`config.mk`:
```
export PLATFORM = sky130hd
export DESIGN_NAME = mem_stage_ctrl
export DESIGN_NICKNAME = d
export VERILOG_FILES = /design/src/rtl/mem_stage_ctrl_pkg.sv /design/src/rtl/mem_stage_ctrl_load_extend.sv /design/src/rtl/mem_stage_ctrl.sv
export SDC_FILE = /design/constraint.sdc
export NUM_CORES = 1
export LEC_CHECK = 0
export BUFFER_PORTS_ARGS = -buffer_cell sky130_fd_sc_hd__buf_2
export CORE_AREA = 8 8 156 158
export CTS_CLUSTER_SIZE = 40
export DETAILED_ROUTE_END_ITERATION = 12
export DIE_AREA = 0 0 164 166
export GPL_TIMING_DRIVEN = 0
export PLACE_DENSITY = 0.75
export SLEW_MARGIN = 20
export SYNTH_ARGS = -nofsm -noshare
export SYNTH_HDL_FRONTEND = slang
export SYNTH_SLANG_ARGS = --single-unit
```
`constraint.sdc`:
```
create_clock -name clk -period 36.8 [get_ports clk]
set_input_delay 11.04 -clock clk [delete_from_list [all_inputs] [get_ports clk]]
set_output_delay 11.04 -clock clk [all_outputs]
set_load 0.01 [all_outputs]
```
`src/rtl/mem_stage_ctrl_pkg.sv`:
```
// Shared definitions for the MEM stage: bus widths, bus layout, load_op bits.
package mem_stage_ctrl_pkg;

  localparam int ES_TO_MS_W = 174;
  localparam int MS_TO_WS_W = 168;
  localparam int MS_FWD_W   = 39;

  // load_op is one-hot {ld_b, ld_bu, ld_h, ld_hu, ld_w}
  localparam int LD_B  = 4;
  localparam int LD_BU = 3;
  localparam int LD_H  = 2;
  localparam int LD_HU = 1;
  localparam int LD_W  = 0;

  // Top bit of the csr_data field flags a CSR read whose value is produced in WB
  localparam int CSR_RE_BIT = 33;

  typedef struct packed {
    logic [31:0] rj;
    logic [31:0] rkd;
    logic [33:0] csr_data;
    logic [4:0]  load_op;
    logic        mem_req;
    logic        gr_we;
    logic [4:0]  dest;
    logic [31:0] alu_result;
    logic [31:0] pc;
  } es_bus_t;

endpackage

```
`src/rtl/mem_stage_ctrl_load_extend.sv`:
```
// Load data alignment: picks the addressed byte/half and sign- or zero-extends it.
module load_extend
  import mem_stage_ctrl_pkg::*;
(
  input  logic [31:0] rdata,
  input  logic [1:0]  addr,
  input  logic [4:0]  load_op,
  output logic [31:0] result
);

  logic [7:0]  byte_sel;
  logic [15:0] half_sel;

  // Select the lane, then extend according to the load type
  always_comb begin
    case (addr)
      2'd0:    byte_sel = rdata[7:0];
      2'd1:    byte_sel = rdata[15:8];
      2'd2:    byte_sel = rdata[23:16];
      default: byte_sel = rdata[31:24];
    endcase
    half_sel = addr[1] ? rdata[31:16] : rdata[15:0];

    result = rdata;
    if (load_op[LD_B])
      result = {{24{byte_sel[7]}}, byte_sel};
    else if (load_op[LD_BU])
      result = {24'd0, byte_sel};
    else if (load_op[LD_H])
      result = {{16{half_sel[15]}}, half_sel};
    else if (load_op[LD_HU])
      result = {16'd0, half_sel};
  end

endmodule

```
`src/rtl/mem_stage_ctrl.sv`:
```
// MEM pipeline stage: holds one instruction, waits for the data-SRAM response,
// buffers it if WB stalls, drops responses that belong to flushed instructions.
module mem_stage_ctrl
  import mem_stage_ctrl_pkg::*;
#(
  parameter int CANCEL_W = 2
) (
  input  logic                  clk,
  input  logic                  reset,
  input  logic                  flush,
  input  logic                  es_to_ms_valid,
  input  logic [ES_TO_MS_W-1:0] es_to_ms_bus,
  output logic                  ms_allowin,
  input  logic                  ws_allowin,
  output logic                  ms_to_ws_valid,
  output logic [MS_TO_WS_W-1:0] ms_to_ws_bus,
  input  logic                  data_sram_data_ok,
  input  logic [31:0]           data_sram_rdata,
  output logic [MS_FWD_W-1:0]   ms_fwd_bus
);

  localparam logic [CANCEL_W-1:0] CNT_ONE = CANCEL_W'(1);

  es_bus_t             es_bus;
  es_bus_t             bus_q, bus_d;
  logic                ms_valid_q, ms_valid_d;
  logic                buf_valid_q, buf_valid_d;
  logic [31:0]         buf_data_q, buf_data_d;
  logic [CANCEL_W-1:0] cancel_cnt_q, cancel_cnt_d;

  logic        resp_ok, ms_ready_go, ms_leave, is_load, csr_read;
  logic        cnt_inc, cnt_dec, fwd_valid, load_block;
  logic [31:0] load_data, load_result, final_result;

  assign es_bus = es_to_ms_bus;

  // A response only belongs to us once all orphaned ones have drained
  assign resp_ok        = data_sram_data_ok & (cancel_cnt_q == '0);
  assign is_load        = |bus_q.load_op;
  assign ms_ready_go    = ~bus_q.mem_req | buf_valid_q | resp_ok;
  assign ms_allowin     = ~ms_valid_q | (ms_ready_go & ws_allowin);
  assign ms_to_ws_valid = ms_valid_q & ms_ready_go & ~flush;
  assign ms_leave       = ms_to_ws_valid & ws_allowin;

  assign load_data = buf_valid_q ? buf_data_q : data_sram_rdata;

  load_extend u_load_extend (
    .rdata   (load_data),
    .addr    (bus_q.alu_result[1:0]),
    .load_op (bus_q.load_op),
    .result  (load_result)
  );

  assign final_result = is_load ? load_result : bus_q.alu_result;

  // ID must stall on loads without data yet and on CSR reads resolved later in WB
  assign csr_read   = bus_q.csr_data[CSR_RE_BIT];
  assign fwd_valid  = ms_valid_q & bus_q.gr_we & (bus_q.dest != 5'd0);
  assign load_block = (fwd_valid & is_load & ~(buf_valid_q | resp_ok)) |
                      (ms_valid_q & csr_read);
  assign ms_fwd_bus = {fwd_valid, load_block, bus_q.dest, final_result};

  assign ms_to_ws_bus = {bus_q.rj, bus_q.rkd, bus_q.csr_data, bus_q.gr_we,
                         bus_q.dest, final_result, bus_q.pc};

  // A flushed instruction still waiting on the SRAM leaves one orphan response behind
  assign cnt_inc = flush & ms_valid_q & bus_q.mem_req & ~buf_valid_q & ~resp_ok;
  assign cnt_dec = data_sram_data_ok & (cancel_cnt_q != '0);

  // Next-state logic for valid, bus, response buffer and cancel counter
  always_comb begin
    ms_valid_d = ms_valid_q;
    if (flush)
      ms_valid_d = 1'b0;
    else if (ms_allowin)
      ms_valid_d = es_to_ms_valid;

    bus_d = bus_q;
    if (ms_allowin & es_to_ms_valid & ~flush)
      bus_d = es_bus;

    buf_valid_d = buf_valid_q;
    buf_data_d  = buf_data_q;
    if (flush | ms_leave)
      buf_valid_d = 1'b0;
    else if (resp_ok & ms_valid_q & ~ws_allowin) begin
      buf_valid_d = 1'b1;
      buf_data_d  = data_sram_rdata;
    end

    case ({cnt_inc, cnt_dec})
      2'b10:   cancel_cnt_d = cancel_cnt_q + CNT_ONE;
      2'b01:   cancel_cnt_d = cancel_cnt_q - CNT_ONE;
      default: cancel_cnt_d = cancel_cnt_q;
    endcase
  end

  // Control state, cleared by reset
  always_ff @(posedge clk) begin
    if (reset) begin
      ms_valid_q   <= 1'b0;
      buf_valid_q  <= 1'b0;
      cancel_cnt_q <= '0;
    end else begin
      ms_valid_q   <= ms_valid_d;
      buf_valid_q  <= buf_valid_d;
      cancel_cnt_q <= cancel_cnt_d;
    end
  end

  // Datapath registers, qualified by the valid bits so they need no reset
  always_ff @(posedge clk) begin
    bus_q      <= bus_d;
    buf_data_q <= buf_data_d;
  end

endmodule

```
### Word-level counts from Yosys, hierarchy flattened

Index checks and enable logic that the tools add are counted.

| storage, ports and cells | value |
|---|---|
| register bits | 210 |
| output and inout port bits | 209 |
| word-level logic and storage cells | 70 |

| operators by class | value |
|---|---|
| bitwise gates (word level) | 33 |
| equality and inequality tests | 4 |
| add/sub/neg operators | 2 |
| reductions and logical operators | 9 |
| muxes and demuxes | 9 |

Operators with widths:

| cell | count |
|---|---|
| $mux 32 | 6 |
| $pmux 8 s3 | 1 |
| $and 1x1->1 | 19 |
| $mux 16 | 1 |
| $not 1->1 | 8 |
| $or 1x1->1 | 6 |
| $reduce_bool 5->1 | 1 |
| $reduce_or 5->1 | 1 |
| $eq 2x1->1 const B | 2 |
| $eq 2x2->1 const B | 2 |
| $logic_not 2->1 | 2 |
| $pmux 2 s2 | 1 |
| $reduce_bool 2->1 | 2 |
| $reduce_or 2->1 | 2 |
| $add 2x1->2 const B | 1 |
| $reduce_and 2->1 | 1 |
| $sub 2x1->2 const B | 1 |

### Depth between registers and ports, before layout

Gate-level depths: netlist of the first run.

| depth | value |
|---|---|
| depth in word-level cells | 9 |
| gate-level depth with buffers | 8 |
| gate-level depth less buffers | 7 |

### Modules after synthesis

A second synthesis of the first run with hierarchy kept.

| unflattened totals | value |
|---|---|
| cells, all modules | 615 |
| area total of the unflattened synthesis | 9426.5 µm² |

Modules (own cells, without submodules):

| module | area an instance (µm²) | instances | seq. area each (µm²) | cells each |
|---|---|---|---|---|
| mem_stage_ctrl | 8713.4 | 1 | 6266.0 | 491 |
| load_extend | 713.2 | 1 | 0.0 | 124 |

### Worst setup path before layout of the first run

No wires, ideal clock.

| timing path | value |
|---|---|
| kind | in2reg |
| start | input port data_sram_data_ok |
| end | register bus_q[32] in the netlist's numbering (enable) |
| arrival | 24.545 ns |
| library setup time | 0.959 ns |
| setup slack | 11.296 ns |
| stages | 4 |
| cells stage by stage | nor3b_1 > nor3b_1 > o21ai_0 > nor3b_1 |

| on the way | value |
|---|---|
| longest elaborated chain between the ends | 6 |

RTL lines:

| what | RTL line | text |
|---|---|---|
| from (decl) | mem_stage_ctrl.sv:17 | `input logic data_sram_data_ok,` |
| $and 1x1->1 | mem_stage_ctrl.sv:38 | `assign resp_ok = data_sram_data_ok & (cancel_cnt_q == '0);` |
| $or 1x1->1 | mem_stage_ctrl.sv:40 | `assign ms_ready_go = ~bus_q.mem_req \| buf_valid_q \| resp_ok;` |
| $and 1x1->1 | mem_stage_ctrl.sv:41 | `assign ms_allowin = ~ms_valid_q \| (ms_ready_go & ws_allowin);` |
| $or 1x1->1 | mem_stage_ctrl.sv:41 |  |
| net ms_allowin | mem_stage_ctrl.sv:13 | `output logic ms_allowin,` |
| $and 1x1->1 (2 in a row) | mem_stage_ctrl.sv:79 | `if (ms_allowin & es_to_ms_valid & ~flush)` |
| to (signal assigned) | mem_stage_ctrl.sv:113 | `bus_q <= bus_d;` |
| to (decl) | mem_stage_ctrl.sv:25 | `es_bus_t bus_q, bus_d;` |

The timed path passes the listed nets, and every way through them passes these cells.
A chain may end at the register's enable or synchronous reset.

### Final worst setup path of the first run

| timing path | value |
|---|---|
| start | input port data_sram_rdata[31] |
| end | output port ms_to_ws_bus[42] |

| on the way | value |
|---|---|
| longest elaborated chain between the ends | 4 |

RTL lines:

| what | RTL line | text |
|---|---|---|
| from (decl) | mem_stage_ctrl.sv:18 | `input logic [31:0] data_sram_rdata,` |
| $mux 32 | mem_stage_ctrl.sv:45 | `assign load_data = buf_valid_q ? buf_data_q : data_sram_rdata;` |
| $pmux 8 s3 | mem_stage_ctrl_load_extend.sv:16 | `case (addr)` |
| $mux 32 | mem_stage_ctrl_load_extend.sv:25 | `if (load_op[LD_B])` |
| $mux 32 | mem_stage_ctrl.sv:54 | `assign final_result = is_load ? load_result : bus_q.alu_result;` |
| to (decl) | mem_stage_ctrl.sv:16 | `output logic [MS_TO_WS_W-1:0] ms_to_ws_bus,` |

No other way between the ends.

==> results of run 1 <==
==> worst max-delay path by stage <==
| stage | cells after the start | start | slack (ns) | endpoint |
|---|---|---|---|---|
| final | 7 | data_sram_rdata[31] | 12.58 | ms_to_ws_bus[42] |
| after CTS | 7 | data_sram_rdata[31] | 12.55 | ms_to_ws_bus[42] |
| after detailed placement | 7 | data_sram_rdata[31] | 12.55 | ms_to_ws_bus[42] |
| after global routing | 7 | data_sram_rdata[31] | 12.51 | ms_to_ws_bus[42] |
| after global placement | 5 | data_sram_data_ok | 6.04 | ms_to_ws_bus[9] |
| after floorplan | 4 | data_sram_data_ok | 11.30 | bus_q[32] |
==> worst reg2reg max path: cells and delay by family, from the launching register on <==
family          cells  cell delay [ns]
flops               1             0.35
buf+inv             7             1.51
simple gates        3             1.34
compound gates      1             0.28
==> power by group through the flow <==
stage | clock (mW) | combinational, mW | sequential, mW
5_1_grt | 0.244 | 0.0745 | 0.277
2_1_floorplan | 0 | 0.0360 | 0.284
6_report | 0.230 | 0.0698 | 0.276
3_3_place_gp | 0 | 0.0667 | 0.286
3_5_place_dp | 0 | 0.0701 | 0.281
4_1_cts | 0.235 | 0.0704 | 0.276
==> sequential cells by signal, indices dropped and copies added, names as in the netlist <==
register      cells
ms_fwd_bus        5
bus_q            38
ms_to_ws_bus    131
buf_data_q       32
buf_valid_q       1
cancel_cnt_q      2
ms_valid_q        1
==> placed cells by master, fill, tap and decap left out, types with 7 or more instances in the layout <==
master	Yosys	routed
buf_2	4	424
a21oi_1	27	27
buf_4	175	190
clkbuf_16	0	24
nand2_1	45	45
nor2_1	27	27
a31oi_1	7	7
clkbuf_1	12	17
o211ai_1	14	14
mux4_2	10	10
edfxtp_1	206	206
mux2_2	16	16
mux2i_1	20	20
==> routing by layer <==
metal	up-vias	track usage [%]	wire length, µm
li1	3026	-	-
met1	3090	20.2	9280
met2	336	35.8	14700
met3	61	7.76	2910
met4	14	6.05	771
met5	-	0	85
==> final cells by class <==
cell class                 count  area [µm²]
tap                          285         357
sequential                   210        6270
clock buffer                  29         619
clock inverter                14         144
inverter                       3        11.3
fill                        1772        9450
antenna                        3        7.51
buffer                       195        1410
multi-input combinational    205        1540
timing repair buffer         440        2280
==> per-stage QoR <==
step / std cells / hold WS, ns
after detailed placement: 1338 / 0.493
final: 1384 / 0.502
after floorplan: 613 / 0.466
after global routing: 1382 / 0.560
after global placement: 1318 / 0.481
after CTS: 1381 / 0.505
==> cell families (layout without fill, tap and decap cells) <==
logic type / after synthesis / count (layout)
and+or+nand+nor: 87 / 87
DFF: 210 / 210
muxes: 49 / 49
buffers and inverters: 198 / 681
adders and majority gates: 1 / 1
AOI/OAI and AO/OA: 66 / 66
xor gates and xnor gates: 2 / 2
other: 0 / 3
==> metrics.txt, run 1 <==
drt initial violations between 300 and 400; GPL Wtd Cong between 0.8 and 0.9; WL/cell 20.1 µm; sequential share of the synthesized area 68.0%; Flop pwr share 47.9%; Worst R2R End ms_to_ws_bus[113]; H-tree Lvls 1; RSZ-0062 raised after global routing no; Simple-Gate Fraction of Synth Area 4.06%; Critical Path RT approximately 26 ns; core area roughly 22000 µm²; Final Setup Violations 0; initial core utilization 41.7%; CTS resizes 0; hold buffer count at CTS 0; FF-to-FF Start cancel_cnt_q[0]; mux contribution to synthesized area approximately 7.3%; worst slew pin tran between 0.7 and 0.8 ns; final hold viol count 0; crit path max fanout 7; cell count after synthesis ~600; Setup CP Type primary input to output port; Setup Skew 0.00775 ns; worst min path class flip-flop to flip-flop; Tot Pwr 576 µW; initial antenna violation count 10; Area contributors post-synth edfxtp_1 (67%), buf_4 (14%), mux4_2 (2.4%); post-synthesis xor/xnor area fraction 0.190%; ys flop type edfxtp_1; Util after Layout between 50 and 60%; Switching Fraction 23.0%; Adder-Cell Fraction of Synth Area 0.136%; GR Util All Layers between 15 and 20%; CTS Sinks 210; Post-synth EDFFs 206; Power per Cell Area around 46 nW/µm²; hold endpoint cancel_cnt_q[1]; count of different cell masters after synthesis 39; proportion of layout cells with a drive suffix above 1 63.0%; post-DP HPWL 22.5 mm; ys async rst share 0%; max incr delay on CP 0.58 ns; post-synthesis compound-gate area fraction 4.93%; Hold Path Stages 2; combinational fraction of design power between 10% and 20%; pin count of the biggest net entering global routing 28; Layout area overhead 37.1%; Via density 4.72; R2R cell count 11; outcome complete, no violations; Routed Antenna Nets 0; die width about 160 µm; I/O pin cnt 421; TritonCTS clock tree done; post-synthesis cell area 9220 µm²; fmax roughly 41 MHz; global-route wire length before repair between 40 and 50 mm; Synth top cells by count edfxtp_1 (206), buf_4 (175), nand2_1 (45); CP Cell Sequence buf_2, mux4_2, mux2_4, a21oi_1, a21oi_1, buf_4, buf_2; R2R setup slack ~33 ns; # rows 55; area share of the largest cell type after synthesis 67.1%; Post-DP Area 11900 µm²; gr ovfl total 0; internal power roughly 440 µW; Port Buffer Count 420; clock root buffer clkbuf_16; final worst slack about 13 ns; Chip Height 166 µm; DRT Wirelength 27.8 mm; routed vias 6527; design area 12600 µm²; CTS Buf Count 24; Clock Tree Buf Depth 3; leakage 5.50 nW; post-route setup TNS 0 ns; largest family of logic cells by synthesized area buffers and inverters; area leader, netlist edfxtp_1; CP arrival 13.18 ns; switching power 132 µW; Post-Place Worst Slack about 13 ns; number of global-route vias before repair 6719; Pins Over Slew Limit 0; MaxCap Viol Count 0; flops & latches, synth 210; most common cell in the netlist edfxtp_1; Setup Buffers After CTS 0; Startpoint Class primary input; min Tclk post-route about 24 ns; Worst path slowest cell a21oi_1; Min-Delay Startpoint cancel_cnt_q[1]; Buf/Inv on CP 3; max_slew headroom 50.4%; Tcrit/Tclk final 65.8%; CP top delay family compound AO/OA/AOI/OAI gates; drt drc 0; Clk pwr share roughly two fifths; Worst-path clk slew 0.06 ns; die area roughly 27000 µm²; fin nets 1292; Max IR drop VDD 0.0439 mV; DRT Pass-1 Iters 6; Ys Warns 0; element type at the critical path end output port; Synth Area per Inst 15.0 µm²; clk_lat worst skew 0.52 ns; Syn Nets approximately 830
No activity file was read; power rests on OpenSTA's default activity.
==> run 2: changes to the inputs <==
--- a/config.mk
+++ b/config.mk
@@ -6,12 +6,12 @@
 export NUM_CORES = 1
 export LEC_CHECK = 0
 export BUFFER_PORTS_ARGS = -buffer_cell sky130_fd_sc_hd__buf_2
-export CORE_AREA = 8 8 156 158
+export CORE_AREA = 8 8 158 160
 export CTS_CLUSTER_SIZE = 40
 export DETAILED_ROUTE_END_ITERATION = 12
-export DIE_AREA = 0 0 164 166
+export DIE_AREA = 0 0 166 168
 export GPL_TIMING_DRIVEN = 0
-export PLACE_DENSITY = 0.75
+export PLACE_DENSITY = 0.74
 export SLEW_MARGIN = 20
 export SYNTH_ARGS = -nofsm -noshare
 export SYNTH_HDL_FRONTEND = slang
==> constraint.sdc (replaced) <==
create_clock -name clk -period 24 [get_ports clk]
set_input_delay 7.2 -clock clk [delete_from_list [all_inputs] [get_ports clk]]
set_output_delay 7.2 -clock clk [all_outputs]
set_load 0.01 [all_outputs]
==> run 2 against run 1 <==
  * Die area rose by 2.4%
  * Clock skew rose by 0.011 ns
  * Utilization fell by 0.49 points
  * Total power rose by 58%
  * Worst setup slack got worse by 5.3 ns
  * Clock power rose by 66%
  * Combinational power rose by 53%
  * Final area rose by 0.39%
  * Final cell count barely moved
  * Clock-buffer cell count fell by 2
  * Critical endpoint is now ms_to_ws_bus[44]
==> metrics.txt, run 2 (synthesis results as in run 1) <==
drt initial violations approximately 390; global-route wire length before repair 41.4 mm; pin count of the biggest net entering global routing 23; Setup CP Type primary input to output port; final hold viol count 0; Routed Antenna Nets 0; leakage around 5.5 nW; hold slack 0.510 ns; WL/cell 20.8 µm; die area 27900 µm²; TritonCTS clock tree done; Power per Cell Area 71.8 nW/µm²; DRT Wirelength 28.8 mm; post-route setup TNS 0 ns; initial core utilization 41.2%; H-tree Lvls 1; max reg flops 131; Tot Pwr around 910 µW; MaxCap Viol Count 0; GPL Wtd Cong 0.869; hold buffer count at CTS 0; Worst-path clk slew roughly 0.06 ns; DRT Pass-1 Iters 5; worst min path class flip-flop to flip-flop; Setup Skew 0.0190 ns; Inst Count DP 1337; Chip Height 168 µm; number of global-route vias before repair 6697; min Tclk post-route about 17 ns; core area between 20000 and 25000 µm²; fill count around 1.8k; Clock Tree Buf Depth 3; Tcrit/Tclk final 69.7%; CTS Buf Count 24; Startpoint Class primary input; Layout area overhead 37.6%; CP arrival 9.52 ns; CTS resizes 0; Via density around 4.7; post-DP HPWL 23.6 mm; RSZ-0062 raised after global routing no; CTS Sinks 210; GR Util All Layers 19.5%; gr ovfl total 0; initial antenna violation count 11; worst slew pin tran between 0.9 and 1 ns; Final Setup Violations 0; Critical Path RT about 17 ns; proportion of layout cells with a drive suffix above 1 63.1%; design area ~13000 µm²; die width 166 µm; # rows 55; outcome complete, no violations; clk_lat worst skew between 0.5 and 0.6 ns; I/O pin cnt around 420; Pins Over Slew Limit 0; Setup Buffers After CTS 0; max_slew headroom 34.9%; count of non-filler cells in the finished layout 1383; commonest non-fill, non-tap cell in the layout buf_2; element type at the critical path end output port; fmax approximately 60 MHz; Max IR drop VDD 0.0751 mV; crit path max fanout 7; Port Buffer Count 420; Post-DP Area 11900 µm²; fin nets 1291; clock root buffer clkbuf_16; routed vias 6473; commonest cells after routing, fill and taps aside buf_2 (424), edfxtp_1 (206), buf_4 (191), nand2_1 (45); drt drc 0
-- run 2: layout make-up --
class	instances	area, µm²	share of cell area [%]
sequential	210	6270	49.4
timing repair buffer	439	2270	17.9
multi-input combinational	205	1540	12.2
buffer	195	1410	11.1
clock buffer	27	612	4.82
tap	285	357	2.81
clock inverter	15	205	1.62
inverter	3	11.3	0.0888
antenna	4	10.0	0.0789
-- run 2: per-layer routing --
layer	vias up	wire length, µm	track usage [%]
li1	3019	-	-
met1	3049	9830	20.1
met2	337	15200	36.2
met3	54	2980	7.88
met4	14	647	4.86
met5	-	82	0
-- run 2: final timing paths --
path / slack [ns] / depth (start not counted) / from / end
worst max-delay path: 7.28 / 7 / data_sram_rdata[23] / ms_to_ws_bus[44]
worst min-delay path: 0.51 / 2 / cancel_cnt_q[1] / cancel_cnt_q[1]
worst max register to register: 20.38 / 10 / cancel_cnt_q[0] / ms_to_ws_bus[11]
worst min register to register: 0.51 / 2 / cancel_cnt_q[1] / cancel_cnt_q[1]
-- run 2: worst max-delay path, cell delays in order --
cell and delay [ns]:
buf_2 0.12, mux4_2 0.47, mux2_4 0.32, a21oi_1 0.78
a21oi_1 0.27, buf_4 0.21, buf_2 0.13
-- run 2: power by group --
| part | switching, mW | total, mW | internal [mW] | leakage [nW] |
|---|---|---|---|---|
| Clock | 0.145 | 0.381 | 0.236 | 0.392 |
| Sequential | 0.00424 | 0.423 | 0.419 | 1.95 |
| Combinational | 0.0526 | 0.107 | 0.0546 | 3.18 |
-- run 2: per-stage QoR --
stage | setup WS, ns | utilization [%]
after floorplan | 2.34 | -
after global placement | -3.11 | 52.2
after detailed placement | 7.33 | 53.0
after CTS | 7.32 | 56.7
after global routing | 7.25 | 56.7
final | 7.28 | 56.7
==> run 3: changes to the inputs <==
==> constraint.sdc (replaced) <==
create_clock -name clk -period 17.2 [get_ports clk]
set_input_delay 5.16 -clock clk [delete_from_list [all_inputs] [get_ports clk]]
set_output_delay 5.16 -clock clk [all_outputs]
set_load 0.01 [all_outputs]
==> run 3 against run 2 <==
  * Non-clock buffer count shrank 4
  * Global-route usage grew 0.17 points
  * Worst setup slack lost 2.6 ns
  * Clock-buffer cell count grew 5
  * Hold slack is essentially flat
  * Final area is essentially flat
  * Die area is the same
  * Final cell count shrank 0.36%
  * Flip-flop and latch count is the same
  * Clock power grew 30%
  * First-iteration DRC count grew 3.4%
  * Critical endpoint is now ms_to_ws_bus[43]
  * Largest cell class unchanged
  * Highest routed layer unchanged
==> metrics.txt, run 3 (synthesis results as in run 1) <==
outcome complete, no violations; I/O pin cnt 421; initial core utilization 41.2%; MaxCap Viol Count 0; max_slew headroom 41.9%; Pins Over Slew Limit 0; Setup Buffers After CTS 0; max reg flops 131; max incr delay on CP 0.71 ns; Worst-path clk slew 0.05 ns; min Tclk post-route about 13 ns; fmax 79.8 MHz; Chip Height 168 µm; core area 22400 µm²; RSZ-0062 raised after global routing no; Clock Tree Buf Depth 3; initial antenna violation count 7; global-route wire length before repair 41.5 mm; Setup CP Type primary input to output port; proportion of layout cells with a drive suffix above 1 63.2%; final hold viol count 0; Buf/Inv on CP 3; Routed Antenna Nets 0; DRT Pass-1 Iters 5; commonest non-fill, non-tap cell in the layout buf_2; Final Setup Violations 0; H-tree Lvls 1; Max IR drop VDD 0.0866 mV; number of global-route vias before repair approximately 6.7k; clock root buffer clkbuf_16; DRT Wirelength 28.8 mm; gr ovfl total 0; Port Buffer Count 420; GR Util All Layers between 10% and 20%; CP Cell Sequence buf_2, mux4_2, mux2_4, a21oi_1, a21oi_1, buf_4, buf_2; element type at the critical path end output port; routed vias ~6.4k; drt drc 0; Critical Path RT 12.04 ns; WL/cell ~21 µm; CTS resizes 0; leakage 5.51 nW; Setup Skew around 0.024 ns; clk_lat worst skew about 0.52 ns; Startpoint Class primary input; die area roughly 28000 µm²; pin count of the biggest net entering global routing 22; post-DP HPWL 23.3 mm; # rows between 50 and 60; fin nets 1287; fill count 1802; GPL Wtd Cong 0.873; die width 166 µm; TritonCTS clock tree done; post-route setup TNS 0 ns; Power per Cell Area roughly 98 nW/µm²; CTS Buf Count 24; hold slack around 0.5 ns; crit path max fanout 7; CP arrival roughly 7.4 ns; Via density approximately 4.6; Layout area overhead 37.6%; CTS Sinks 210; Tcrit/Tclk final 72.8%; hold buffer count at CTS 0; commonest cells after routing, fill and taps aside buf_2 (425), edfxtp_1 (206), buf_4 (175), nand2_1 (45); CP top delay family compound AO/OA/AOI/OAI gates; worst slew pin tran 0.871 ns; drt initial violations 401; Worst path slowest cell a21oi_1; worst min path class flip-flop to flip-flop
[run 3: worst min-delay path: cells and delay by family, from the launching register on]
family | cells | cell delay, ns
flip-flops | 1 | 0.32
AO/OA/AOI/OAI | 2 | 0.14
[run 3: stage by stage]
step / area [µm²] / utilization, % / setup WS, ns / total power [mW] / cells
floorplan: 9220 / - / 3.85 / 0.681 / 613
global placement: 11700 / 52.2 / 0.914 / 0.752 / 1318
detailed placement: 11900 / 53.2 / 4.69 / 0.754 / 1333
CTS: 12700 / 56.7 / 4.69 / 1.25 / 1377
global route: 12700 / 56.7 / 4.64 / 1.28 / 1378
finish: 12700 / 56.7 / 4.67 / 1.24 / 1378
[run 3: worst paths after layout]
kind | startpoint | to | slack (ns) | cells after the start
max | data_sram_rdata[31] | ms_to_ws_bus[43] | 4.67 | 7
min | cancel_cnt_q[1] | cancel_cnt_q[1] | 0.51 | 2
max reg2reg | buf_valid_q | ms_to_ws_bus[125] | 13.98 | 11
min reg2reg | cancel_cnt_q[1] | cancel_cnt_q[1] | 0.51 | 2
[run 3: per-layer routing]
metal / routed length (µm) / up-vias / track usage, %
met5: 79 / - / 0
met4: 833 / 12 / 6.13
met3: 2810 / 52 / 7.93
met2: 15300 / 310 / 36.6
met1: 9850 / 2980 / 19.7
li1: - / 3007 / -
[run 3: cell type report]
type | instances | area (µm²) | share of cell area, %
buffer | 195 | 1410 | 11.1
antenna | 1 | 2.50 | 0.0197
clock inverter | 12 | 123 | 0.967
inverter | 3 | 11.3 | 0.0888
sequential | 210 | 6270 | 49.4
timing repair buffer | 435 | 2310 | 18.2
tap | 285 | 357 | 2.81
clock buffer | 32 | 651 | 5.13
multi-input combinational | 205 | 1550 | 12.2
[run 3: where the power goes]
group / leakage [nW] / internal (mW) / switching, mW / total (mW)
Sequential: 1.95 / 0.585 / 0.00584 / 0.591
Combinational: 3.18 / 0.0773 / 0.0741 / 0.151
Clock: 0.383 / 0.296 / 0.199 / 0.495
